===== config.mk =====
export PLATFORM = sky130hd
export DESIGN_NAME = life_gen_sequencer_flat
export DESIGN_NICKNAME = d
export VERILOG_FILES = /design/src/rtl/life_gen_sequencer_if.sv /design/src/rtl/life_gen_sequencer.sv /design/src/flat_wrapper.sv
export SDC_FILE = /design/constraint.sdc
export NUM_CORES = 1
export LEC_CHECK = 0
export CAP_MARGIN = 10
export CORE_MARGIN = 5
export CORE_UTILIZATION = 31
export CTS_CLUSTER_DIAMETER = 60
export DETAILED_ROUTE_END_ITERATION = 10
export GPL_TIMING_DRIVEN = 0
export HOLD_SLACK_MARGIN = 0.06
export PLACE_DENSITY = 0.55
export RECOVER_POWER = 25
export SKIP_CTS_REPAIR_TIMING = 1
export SLEW_MARGIN = 0
export SYNTH_ARGS = -nofsm -noshare
export SYNTH_HDL_FRONTEND = slang
export SYNTH_SLANG_ARGS = --single-unit

===== constraint.sdc =====
create_clock -name clk -period 5.05 [get_ports clk]
set_input_delay 1.2625 -clock clk [delete_from_list [all_inputs] [get_ports clk]]
set_output_delay 1.2625 -clock clk [all_outputs]
set_load 0.005 [all_outputs]

===== src/rtl/life_gen_sequencer_if.sv =====
// Handshake and board-memory port bundle for the Game-of-Life generation sequencer.
// The master side is the sequencer; the slave side is its controller plus the board memory.
interface life_gen_sequencer_if #(
    parameter int COLS   = 16,
    parameter int ADDR_W = 2,
    parameter int CNT_W  = 16
);
    logic              start;
    logic              hold;
    logic              busy;
    logic              done;
    logic [CNT_W-1:0]  gen_count;
    logic [ADDR_W-1:0] rd_addr;
    logic [COLS-1:0]   rd_data;
    logic              wr_en;
    logic [ADDR_W-1:0] wr_addr;
    logic [COLS-1:0]   wr_data;

    modport master (
        input  start, hold, rd_data,
        output busy, done, gen_count, rd_addr, wr_en, wr_addr, wr_data
    );

    modport slave (
        output start, hold, rd_data,
        input  busy, done, gen_count, rd_addr, wr_en, wr_addr, wr_data
    );
endinterface


===== src/rtl/life_gen_sequencer.sv =====
// Runs one Game-of-Life generation in place over a ROWS x COLS board memory using a
// three-row sliding window plus a saved copy of the original row 0.
module life_gen_sequencer #(
    parameter int ROWS   = 4,
    parameter int COLS   = 16,
    parameter int ADDR_W = 2,
    parameter int WRAP   = 1,
    parameter int CNT_W  = 16
) (
    input  logic                  clk,
    input  logic                  rst_n,
    life_gen_sequencer_if.master  bus
);

    typedef enum logic [2:0] {
        S_IDLE     = 3'd0,
        S_RD_CUR   = 3'd1,
        S_RD_PREV  = 3'd2,
        S_CAP_PREV = 3'd3,
        S_FETCH    = 3'd4,
        S_COMPUTE  = 3'd5,
        S_DONE     = 3'd6
    } state_e;

    localparam logic [ADDR_W-1:0] LAST_ROW = ADDR_W'(ROWS - 1);
    localparam logic [ADDR_W-1:0] ADDR_ONE = {{(ADDR_W-1){1'b0}}, 1'b1};
    localparam logic [CNT_W-1:0]  CNT_ONE  = {{(CNT_W-1){1'b0}}, 1'b1};

    state_e            state_q, state_d;
    logic [ADDR_W-1:0] r_q, r_d;
    logic [COLS-1:0]   prev_q, prev_d;
    logic [COLS-1:0]   cur_q, cur_d;
    logic [COLS-1:0]   row0_q, row0_d;
    logic [CNT_W-1:0]  gen_q, gen_d;
    logic [ADDR_W-1:0] last_addr_q, last_addr_d;

    logic [ADDR_W-1:0] addr_s;
    logic [COLS-1:0]   nxt_s;
    logic [COLS-1:0]   life_s;
    logic              wr_en_s;
    logic [ADDR_W-1:0] wr_addr_s;
    logic [COLS-1:0]   wr_data_s;
    logic              done_s;

    // Row padded with the column -1 (bit 0) and column COLS (top bit) neighbours.
    function automatic logic [COLS+1:0] ext_row(input logic [COLS-1:0] row);
        if (WRAP != 0) begin
            ext_row = {row[0], row, row[COLS-1]};
        end else begin
            ext_row = {1'b0, row, 1'b0};
        end
    endfunction

    function automatic logic [COLS-1:0] life_row(input logic [COLS-1:0] p,
                                                 input logic [COLS-1:0] c,
                                                 input logic [COLS-1:0] n);
        logic [COLS+1:0] pe, ce, ne;
        logic [3:0]      cnt;
        pe = ext_row(p);
        ce = ext_row(c);
        ne = ext_row(n);
        life_row = {COLS{1'b0}};
        for (int i = 0; i < COLS; i++) begin
            cnt = {3'b000, pe[i]} + {3'b000, pe[i+1]} + {3'b000, pe[i+2]}
                + {3'b000, ce[i]}                     + {3'b000, ce[i+2]}
                + {3'b000, ne[i]} + {3'b000, ne[i+1]} + {3'b000, ne[i+2]};
            life_row[i] = (cnt == 4'd3) | (c[i] & (cnt == 4'd2));
        end
    endfunction

    // Next-state, window update and output decode; hold overrides everything at the end.
    always_comb begin
        state_d     = state_q;
        r_d         = r_q;
        prev_d      = prev_q;
        cur_d       = cur_q;
        row0_d      = row0_q;
        gen_d       = gen_q;
        addr_s      = {ADDR_W{1'b0}};
        wr_en_s     = 1'b0;
        wr_addr_s   = {ADDR_W{1'b0}};
        wr_data_s   = {COLS{1'b0}};
        done_s      = 1'b0;
        // The last row's lower neighbour is the saved original row 0, never the rewritten one.
        if (r_q == LAST_ROW) begin
            nxt_s = (WRAP != 0) ? row0_q : {COLS{1'b0}};
        end else begin
            nxt_s = bus.rd_data;
        end
        life_s = life_row(prev_q, cur_q, nxt_s);

        case (state_q)
            S_IDLE: begin
                if (bus.start) begin
                    state_d = S_RD_CUR;
                end else begin
                    state_d = S_IDLE;
                end
            end
            S_RD_CUR: begin
                addr_s  = {ADDR_W{1'b0}};
                state_d = S_RD_PREV;
            end
            S_RD_PREV: begin
                addr_s  = LAST_ROW;
                cur_d   = bus.rd_data;
                row0_d  = bus.rd_data;
                state_d = S_CAP_PREV;
            end
            S_CAP_PREV: begin
                addr_s  = LAST_ROW;
                prev_d  = (WRAP != 0) ? bus.rd_data : {COLS{1'b0}};
                r_d     = {ADDR_W{1'b0}};
                state_d = S_FETCH;
            end
            S_FETCH, S_COMPUTE: begin
                addr_s = (r_q == LAST_ROW) ? r_q : (r_q + ADDR_ONE);
                if (state_q == S_COMPUTE) begin
                    wr_en_s   = 1'b1;
                    wr_addr_s = r_q;
                    wr_data_s = life_s;
                    prev_d    = cur_q;
                    cur_d     = nxt_s;
                    if (r_q == LAST_ROW) begin
                        state_d = S_DONE;
                    end else begin
                        r_d     = r_q + ADDR_ONE;
                        state_d = S_FETCH;
                    end
                end else begin
                    state_d = S_COMPUTE;
                end
            end
            S_DONE: begin
                done_s  = 1'b1;
                gen_d   = gen_q + CNT_ONE;
                state_d = S_IDLE;
            end
            default: begin
                state_d = S_IDLE;
            end
        endcase

        // Re-present the previous address so the registered-address memory keeps returning
        // the row the frozen state is waiting on, whichever state is paused.
        if (bus.hold) begin
            state_d   = state_q;
            r_d       = r_q;
            prev_d    = prev_q;
            cur_d     = cur_q;
            row0_d    = row0_q;
            gen_d     = gen_q;
            addr_s    = last_addr_q;
            wr_en_s   = 1'b0;
            wr_addr_s = {ADDR_W{1'b0}};
            wr_data_s = {COLS{1'b0}};
            done_s    = 1'b0;
        end else begin
            state_d = state_d;
        end
        last_addr_d = addr_s;
    end

    // Sequencer state, window rows, row-0 copy and generation counter.
    always_ff @(posedge clk or negedge rst_n) begin
        if (!rst_n) begin
            state_q     <= S_IDLE;
            r_q         <= {ADDR_W{1'b0}};
            prev_q      <= {COLS{1'b0}};
            cur_q       <= {COLS{1'b0}};
            row0_q      <= {COLS{1'b0}};
            gen_q       <= {CNT_W{1'b0}};
            last_addr_q <= {ADDR_W{1'b0}};
        end else begin
            state_q     <= state_d;
            r_q         <= r_d;
            prev_q      <= prev_d;
            cur_q       <= cur_d;
            row0_q      <= row0_d;
            gen_q       <= gen_d;
            last_addr_q <= last_addr_d;
        end
    end

    assign bus.busy      = (state_q != S_IDLE);
    assign bus.done      = done_s;
    assign bus.gen_count = gen_q;
    assign bus.rd_addr   = addr_s;
    assign bus.wr_en     = wr_en_s;
    assign bus.wr_addr   = wr_addr_s;
    assign bus.wr_data   = wr_data_s;

endmodule


===== src/flat_wrapper.sv =====
// flat-port wrapper written by rule: the top's interface ports become plain ports
module life_gen_sequencer_flat 
#(
    parameter int ROWS   = 4,
    parameter int COLS   = 16,
    parameter int ADDR_W = 2,
    parameter int WRAP   = 1,
    parameter int CNT_W  = 16
)
  (clk, rst_n, bus_start, bus_hold, bus_rd_data, bus_busy, bus_done, bus_gen_count, bus_rd_addr, bus_wr_en, bus_wr_addr, bus_wr_data);
  life_gen_sequencer_if #(.COLS(COLS), .ADDR_W(ADDR_W), .CNT_W(CNT_W)) bus_i ();
  input  logic clk;
  input  logic rst_n;
  input wire logic [$bits(bus_i.start)-1:0] bus_start;
  input wire logic [$bits(bus_i.hold)-1:0] bus_hold;
  input wire logic [$bits(bus_i.rd_data)-1:0] bus_rd_data;
  output wire logic [$bits(bus_i.busy)-1:0] bus_busy;
  output wire logic [$bits(bus_i.done)-1:0] bus_done;
  output wire logic [$bits(bus_i.gen_count)-1:0] bus_gen_count;
  output wire logic [$bits(bus_i.rd_addr)-1:0] bus_rd_addr;
  output wire logic [$bits(bus_i.wr_en)-1:0] bus_wr_en;
  output wire logic [$bits(bus_i.wr_addr)-1:0] bus_wr_addr;
  output wire logic [$bits(bus_i.wr_data)-1:0] bus_wr_data;
  assign bus_i.start = bus_start;
  assign bus_i.hold = bus_hold;
  assign bus_i.rd_data = bus_rd_data;
  assign bus_busy = bus_i.busy;
  assign bus_done = bus_i.done;
  assign bus_gen_count = bus_i.gen_count;
  assign bus_rd_addr = bus_i.rd_addr;
  assign bus_wr_en = bus_i.wr_en;
  assign bus_wr_addr = bus_i.wr_addr;
  assign bus_wr_data = bus_i.wr_data;
  life_gen_sequencer #(.ROWS(ROWS), .COLS(COLS), .ADDR_W(ADDR_W), .WRAP(WRAP), .CNT_W(CNT_W)) u_core (.clk(clk), .rst_n(rst_n), .bus(bus_i));
endmodule

==> summary.txt, run 1 <==
Drt
  – DR pass1 iterations: 4
  – DRC Markers: 0
  – Routed length per instance: roughly 15 um
  – DRT antenna net count: 0
  – Routed vias/inst: 4.58
  – Total number of vias: ~4700
  – Drt total wl: around 15 mm
  – DRT iter0 DRCs: between 150 and 200

Finish
  – Fill count: 2012
  – Multi-input logic area: approximately 4400 um^2
  – Final net count: just under 900
  – Sequential Area: between 1500 and 2000 um^2
  – Util after Layout: approximately two fifths
  – Fin cells: ~1000
  – Post-route cell area: 8250 um^2
  – Share of layout cells above drive strength 1: between 20% and 30%
  – Antenna fix cells: 0
  – Area Overhead vs Synth: 30.4%

Clock network
  – Clk buf depth: 2
  – Clk pin slew, worst setup/hold paths: ~0.05 ns
  – CTS Sinks: a little over 70
  – Total CTS buffers: 9
  – Clk Latency, worst-skew pair: 0.34 ns
  – H-Tree Depth: 3
  – CTS tree: yes
  – Root buffer cell: clkbuf_16

Worst setup path
  – Critical path's largest stage delay: 0.50 ns
  – Crit path capture type: primary output
  – Worst EP arrival: approximately 4.2 ns
  – Crit-path cells: buf_2, mux2i_4, fa_1, fa_1, inv_1, fa_2, inv_1, fa_2, a2111oi_4, a21oi_1, nor4_2, buf_2
  – Startpoint Class: input pin
  – Crit path max fanout: 4
  – Cell family with most CP delay: adder cells
  – Slowest CP cell: fa_1
  – WP depth: 12
  – CP Data Required Time: ~3.8 ns
  – R2R cell count: 6
  – Critical path buffers and inverters: 4
  – Critical setup path kind: in2out

Synthesis
  – Avg Cell Area, Syn: ~9.7 um^2
  – Seq/Total Area, Yosys: roughly 28%
  – Synth area leader: dfrtp_1
  – Post-Syn Instances: approximately 650
  – Area share of the largest cell type after synthesis: ~28%
  – Top_reg_cell synth: dfrtp_1
  – Post-synth EDFFs: 0
  – Fraction of registers with async set or reset after synthesis: 100%
  – Mapped Nets: 785
  – Synth cell types: 49
  – Yosys reg bits: 71
  – Syn. warnings: 0
  – Post-synth top cells: 147 x inv_1, 71 x dfrtp_1, 63 x fa_1
  – Post-synthesis cell area: about 6300 um^2
  – Count leader, synth: inv_1
  – Synth area leaders: dfrtp_1 28%, fa_1 20%, ha_1 9.9%, inv_1 8.7%, mux2i_1 5.1%

Place
  – Dpl cells: about 980
  – GPL Wtd Cong: 0.739
  – Post-DP HPWL: 11.2 mm
  – Port Buffers: 58
  – Post-DP Area: 7350 um^2
  – Worst Setup Slack post-DPL: -1.47 ns

STA
  – Part of the cycle the worst path needs: 108%
  – F_max: ~180 MHz
  – Slew @ Worst Pin: just under 2 ns
  – Final Skew: roughly 0.0056 ns
  – Setup-failing EPs final: 16
  – Slew HR: -31.3%
  – RSZ-0062 raised after global routing: true
  – Crit path time final: roughly 5.5 ns
  – Setup TNS: -3.65 ns
  – Fin Hold WS: between 0.4 and 0.5 ns
  – Max-slew violations: 74
  – Final Hold Vio Count: 0
  – Worst Slack Setup Final: -0.427 ns

Floorplan
  – Initial Util: around a third
  – Die X: about 150 um
  – CORE AREA: a little over 20000 um^2
  – IO Count: between 50 and 60
  – Die H: 153 um
  – # rows: between 50 and 60
  – Die footprint: about 23000 um^2

Global routing
  – GR Util All Layers: approximately 13%
  – Grt total ovfl: 0
  – First-pass GRT wire length: roughly 25 mm
  – Largest net degree at the start of global routing: 38
  – Initial antenna violation count: 1
  – Number of global-route vias before repair: 4706

Power and ir drop
  – Peak supply drop: ~270 uV
  – Overall Power: 5.87 mW
  – Leakage: 4.04 nW
  – PD cells: between 700 and 800 nW/um^2

Run
  – Max Cap Viol: 2

Run status
  – Status: finished with violations
  – Failing checks: max-capacitance violations, max-slew violations, negative setup slack

Hold path
  – Worst min path class: reg2reg
  – WHS Path Cells: 1
worst paths after layout:
kind	from	to	slack, ns
setup reg to reg	u_core.state_q[2]$_DFFE_PN0N_	u_core.prev_q[7]$_DFFE_PN0P_	3.10
max in group asynchronous	rst_n	u_core.cur_q[14]$_DFFE_PN0P_	0.81
min in group asynchronous	rst_n	u_core.last_addr_q[1]$_DFF_PN0_	1.48
hold reg to reg	u_core.bus.gen_count[15]$_DFFE_PN0P_	u_core.bus.gen_count[15]$_DFFE_PN0P_	0.47
hold / removal	u_core.bus.gen_count[15]$_DFFE_PN0P_	u_core.bus.gen_count[15]$_DFFE_PN0P_	0.47
setup / recovery	bus_rd_data[4]	bus_wr_data[3]	-0.43
cell usage in the layout (no fill, tap or decap), types with 6 or more instances in the layout:
cell / count
a21oi_1: 28
a21oi_2: 16
a31oi_1: 6
buf_2: 21
buf_4: 22
buf_6: 13
clkbuf_1: 6
clkbuf_16: 9
clkdlybuf4s50_1: 25
dfrtp_1: 71
fa_1: 39
fa_2: 24
ha_1: 49
inv_1: 136
inv_2: 13
mux2_1: 16
mux2i_1: 18
mux2i_4: 14
nand2_1: 35
nor2_1: 48
nor2_2: 11
nor4_1: 6
nor4_2: 7
o21ai_1: 18
xnor2_1: 12
cell families (layout without fill, tap and decap cells):
group	after synthesis	in the layout	share of synthesized area, %
buffers and inverters	168	270	10.6
flip-flops	71	71	28.1
AND/OR/NAND/NOR	144	144	11.7
multiplexers	51	51	8.48
AO/OA/AOI/OAI	89	89	9.09
XOR/XNOR	16	16	2.21
adder cells (fa/ha/maj)	113	113	29.8
sequential cells by signal (all words and copies together) (netlist names):
| name | count |
|---|---|
| u_core.last_addr_q | 2 |
| u_core.r_q | 2 |
| u_core.row0_q | 16 |
| u_core.prev_q | 16 |
| u_core.bus.gen_count | 16 |
| u_core.state_q | 3 |
| u_core.cur_q | 16 |
power breakdown:
| part | leakage, nW | total (mW) | internal [mW] | switching, mW |
|---|---|---|---|---|
| Combinational | 2.99 | 4.06 | 1.86 | 2.20 |
| Clock | 0.165 | 0.730 | 0.474 | 0.256 |
| Sequential | 0.877 | 1.07 | 0.788 | 0.286 |
| Total | 4.04 | 5.87 | 3.12 | 2.75 |
area by class of cell:
cell class	instances	area share, %
clock inverters	4	0.925
inverters	149	6.78
clock buffers	12	3.23
well taps	270	4.09
repair buffers	86	9.20
flip-flops and latches	71	21.5
plain buffers	19	1.49
multi-input cells	413	52.8
routing by layer:
layer,track usage [%],part of all wire (%),vias to the layer above,wire [um]
met3,2.71,2.9,14,449
li1,-,-,2287,-
met5,0,0.085,-,13
met2,20.6,48,70,7370
met4,2.29,0.77,2,118
met1,18.5,48,2314,7400
Note: power is estimated with default switching activity, not from simulation.
==> run 2: changes to the inputs <==
- TNS_END_PERCENT: default -> 1
==> summary.txt, run 2 (synthesis gave the netlist of run 1 again) <==
Run status
  – Status: finished with violations
  – Failing checks: max-capacitance violations, max-slew violations, negative setup slack

Hold path
  – Worst min path class: reg2reg

Power and ir drop
  – Internal power: between 2 and 3 mW
  – Overall Power: ~5.5 mW
  – Reg power frac: between 10% and 20%
  – Peak supply drop: ~220 uV
  – Leakage: around 4.0 nW
  – Switching share of total power: a little under half
  – Combinational Power Share: ~70%
  – PD cells: between 600 and 700 nW/um^2
  – Clock share of power: between 10% and 20%
  – P_sw: 2.61 mW

Worst setup path
  – CP Data Required Time: 3.79 ns
  – Crit-path cells: clkbuf_2, mux2i_4, buf_4, fa_1, fa_1, fa_2, fa_1, nor3_1, mux2i_1, a2111oi_1, dlymetal6s2s_1
  – Slowest CP cell: fa_1
  – Critical path's largest stage delay: ~0.55 ns
  – Crit path capture type: primary output
  – Critical setup path kind: in2out
  – Worst EP arrival: slightly above 4 ns
  – Crit path top cell by count: fa_1
  – Crit path max fanout: 4
  – Startpoint Class: input pin

Floorplan
  – Die X: 153 um
  – Die footprint: between 20000 and 25000 um^2
  – # rows: 52
  – IO Count: between 50 and 60
  – Die H: between 150 and 200 um
  – Initial Util: 31.4%
  – CORE AREA: just over 20000 um^2

STA
  – Max-slew violations: 51
  – Final Skew: 0.00447 ns
  – Final Hold Vio Count: 0
  – F_max: around 180 MHz
  – Setup-failing EPs final: 18
  – Part of the cycle the worst path needs: 107%
  – Worst Slack Setup Final: -0.360 ns
  – Slew HR: -60.3%
  – Crit path time final: approximately 5.4 ns
  – RSZ-0062 raised after global routing: true
  – Fin Hold WS: between 0.4 and 0.5 ns
  – Slew @ Worst Pin: between 2 and 2.5 ns

Global routing
  – GR Util All Layers: 12.7%
  – Initial antenna violation count: 1
  – Largest net degree at the start of global routing: 51
  – First-pass GRT wire length: between 20 and 25 mm
  – Grt total ovfl: 0
  – Number of global-route vias before repair: about 4700

Drt
  – Routed length per instance: 14.4 um
  – DR pass1 iterations: 4
  – DRT antenna net count: 0
  – Total number of vias: ~4600
  – DRC Markers: 0
  – Drt total wl: 14.7 mm
  – DRT iter0 DRCs: ~140
  – Routed vias/inst: roughly 4.5

Clock network
  – Total CTS buffers: 9
  – H-Tree Depth: 3
  – CTS tree: yes
  – CTS Sinks: 71
  – Clk buf depth: 2
  – Root buffer cell: clkbuf_16
  – Clk pin slew, worst setup/hold paths: 0.06 ns
  – Clk Latency, worst-skew pair: 0.34 ns

Finish
  – Most frequent cells in the layout: 142 x inv_1, 71 x dfrtp_1, 51 x fa_1
  – Fill count: between 2000 and 2500
  – Commonest non-fill, non-tap cell in the layout: inv_1
  – Antenna fix cells: 0
  – Share of layout cells above drive strength 1: 21.8%
  – Fin cells: a little over 1000
  – Final net count: between 800 and 900
  – Area Overhead vs Synth: 26.7%
  – Util after Layout: about two fifths
  – Post-route cell area: 8020 um^2

Place
  – Port Buffers: 58
  – Post-DP Area: around 7300 um^2
  – Dpl cells: 981
  – GPL Wtd Cong: between 0.7 and 0.8
  – Post-DP HPWL: ~11 mm

Run
  – Max Cap Viol: 1
==> run 2: path summary, 6_finish.rpt <==
check	start	to	slack, ns	depth (start not counted)
worst max register to register	u_core.state_q[2]$_DFFE_PN0N_	u_core.prev_q[9]$_DFFE_PN0P_	3.10	6
worst max-delay path	bus_rd_data[15]	bus_wr_data[0]	-0.36	11
worst min-delay path	u_core.bus.gen_count[15]$_DFFE_PN0P_	u_core.bus.gen_count[15]$_DFFE_PN0P_	0.48	1
max in group asynchronous	rst_n	u_core.cur_q[10]$_DFFE_PN0P_	0.83	2
min in group asynchronous	rst_n	u_core.bus.gen_count[4]$_DFFE_PN0P_	1.14	1
worst min register to register	u_core.bus.gen_count[15]$_DFFE_PN0P_	u_core.bus.gen_count[15]$_DFFE_PN0P_	0.48	1
==> run 2: per-stage QoR <==
step	setup WS (ns)	setup TNS [ns]
6_report	-0.360	-4.47
5_1_grt	-0.518	-7.80
4_1_cts	-1.42	-21.17
3_5_place_dp	-1.41	-20.98
3_3_place_gp	-1.45	-20.79
2_1_floorplan	-0.0693	-0.271
==> run 2: cell type report <==
type                            count  area (um^2)  area share (%)
Tap cell                          270          338            4.21
Sequential cell                    71         1780            22.2
Clock buffer                       10          239            2.98
Buffer                             19          126            1.58
Timing Repair Buffer               79          647            8.07
Inverter                          149          559            6.98
Clock inverter                      6         67.6           0.843
Multi-Input combinational cell    413         4260            53.2
==> run 2: metal layers <==
metal | wire length (um) | global-route usage (%) | part of all wire [%] | vias up
li1 | - | - | - | 2286
met1 | 7080 | 18.2 | 48 | 2230
met2 | 6700 | 19.7 | 46 | 80
met3 | 745 | 3.14 | 5.1 | 13
met4 | 123 | 2.38 | 0.84 | 2
met5 | 7 | 0 | 0.048 | -
==> run 2: power by group through the flow <==
stage / clock [mW] / combinational, mW / sequential, mW
finish: 0.662 / 3.74 / 1.08
CTS: 0.675 / 3.33 / 1.05
global route: 0.705 / 4.37 / 1.11
detailed placement: 0 / 3.30 / 1.06
floorplan: 0 / 2.60 / 0.972
global placement: 0 / 3.18 / 1.05
==> run 2: worst max-delay path: cells and delay by family <==
kind | cells | cell delay [ns]
mux | 2 | 0.20
compound gates | 1 | 0.25
buf+inv | 3 | 0.48
fa+ha+maj | 4 | 1.76
simple gates | 1 | 0.18
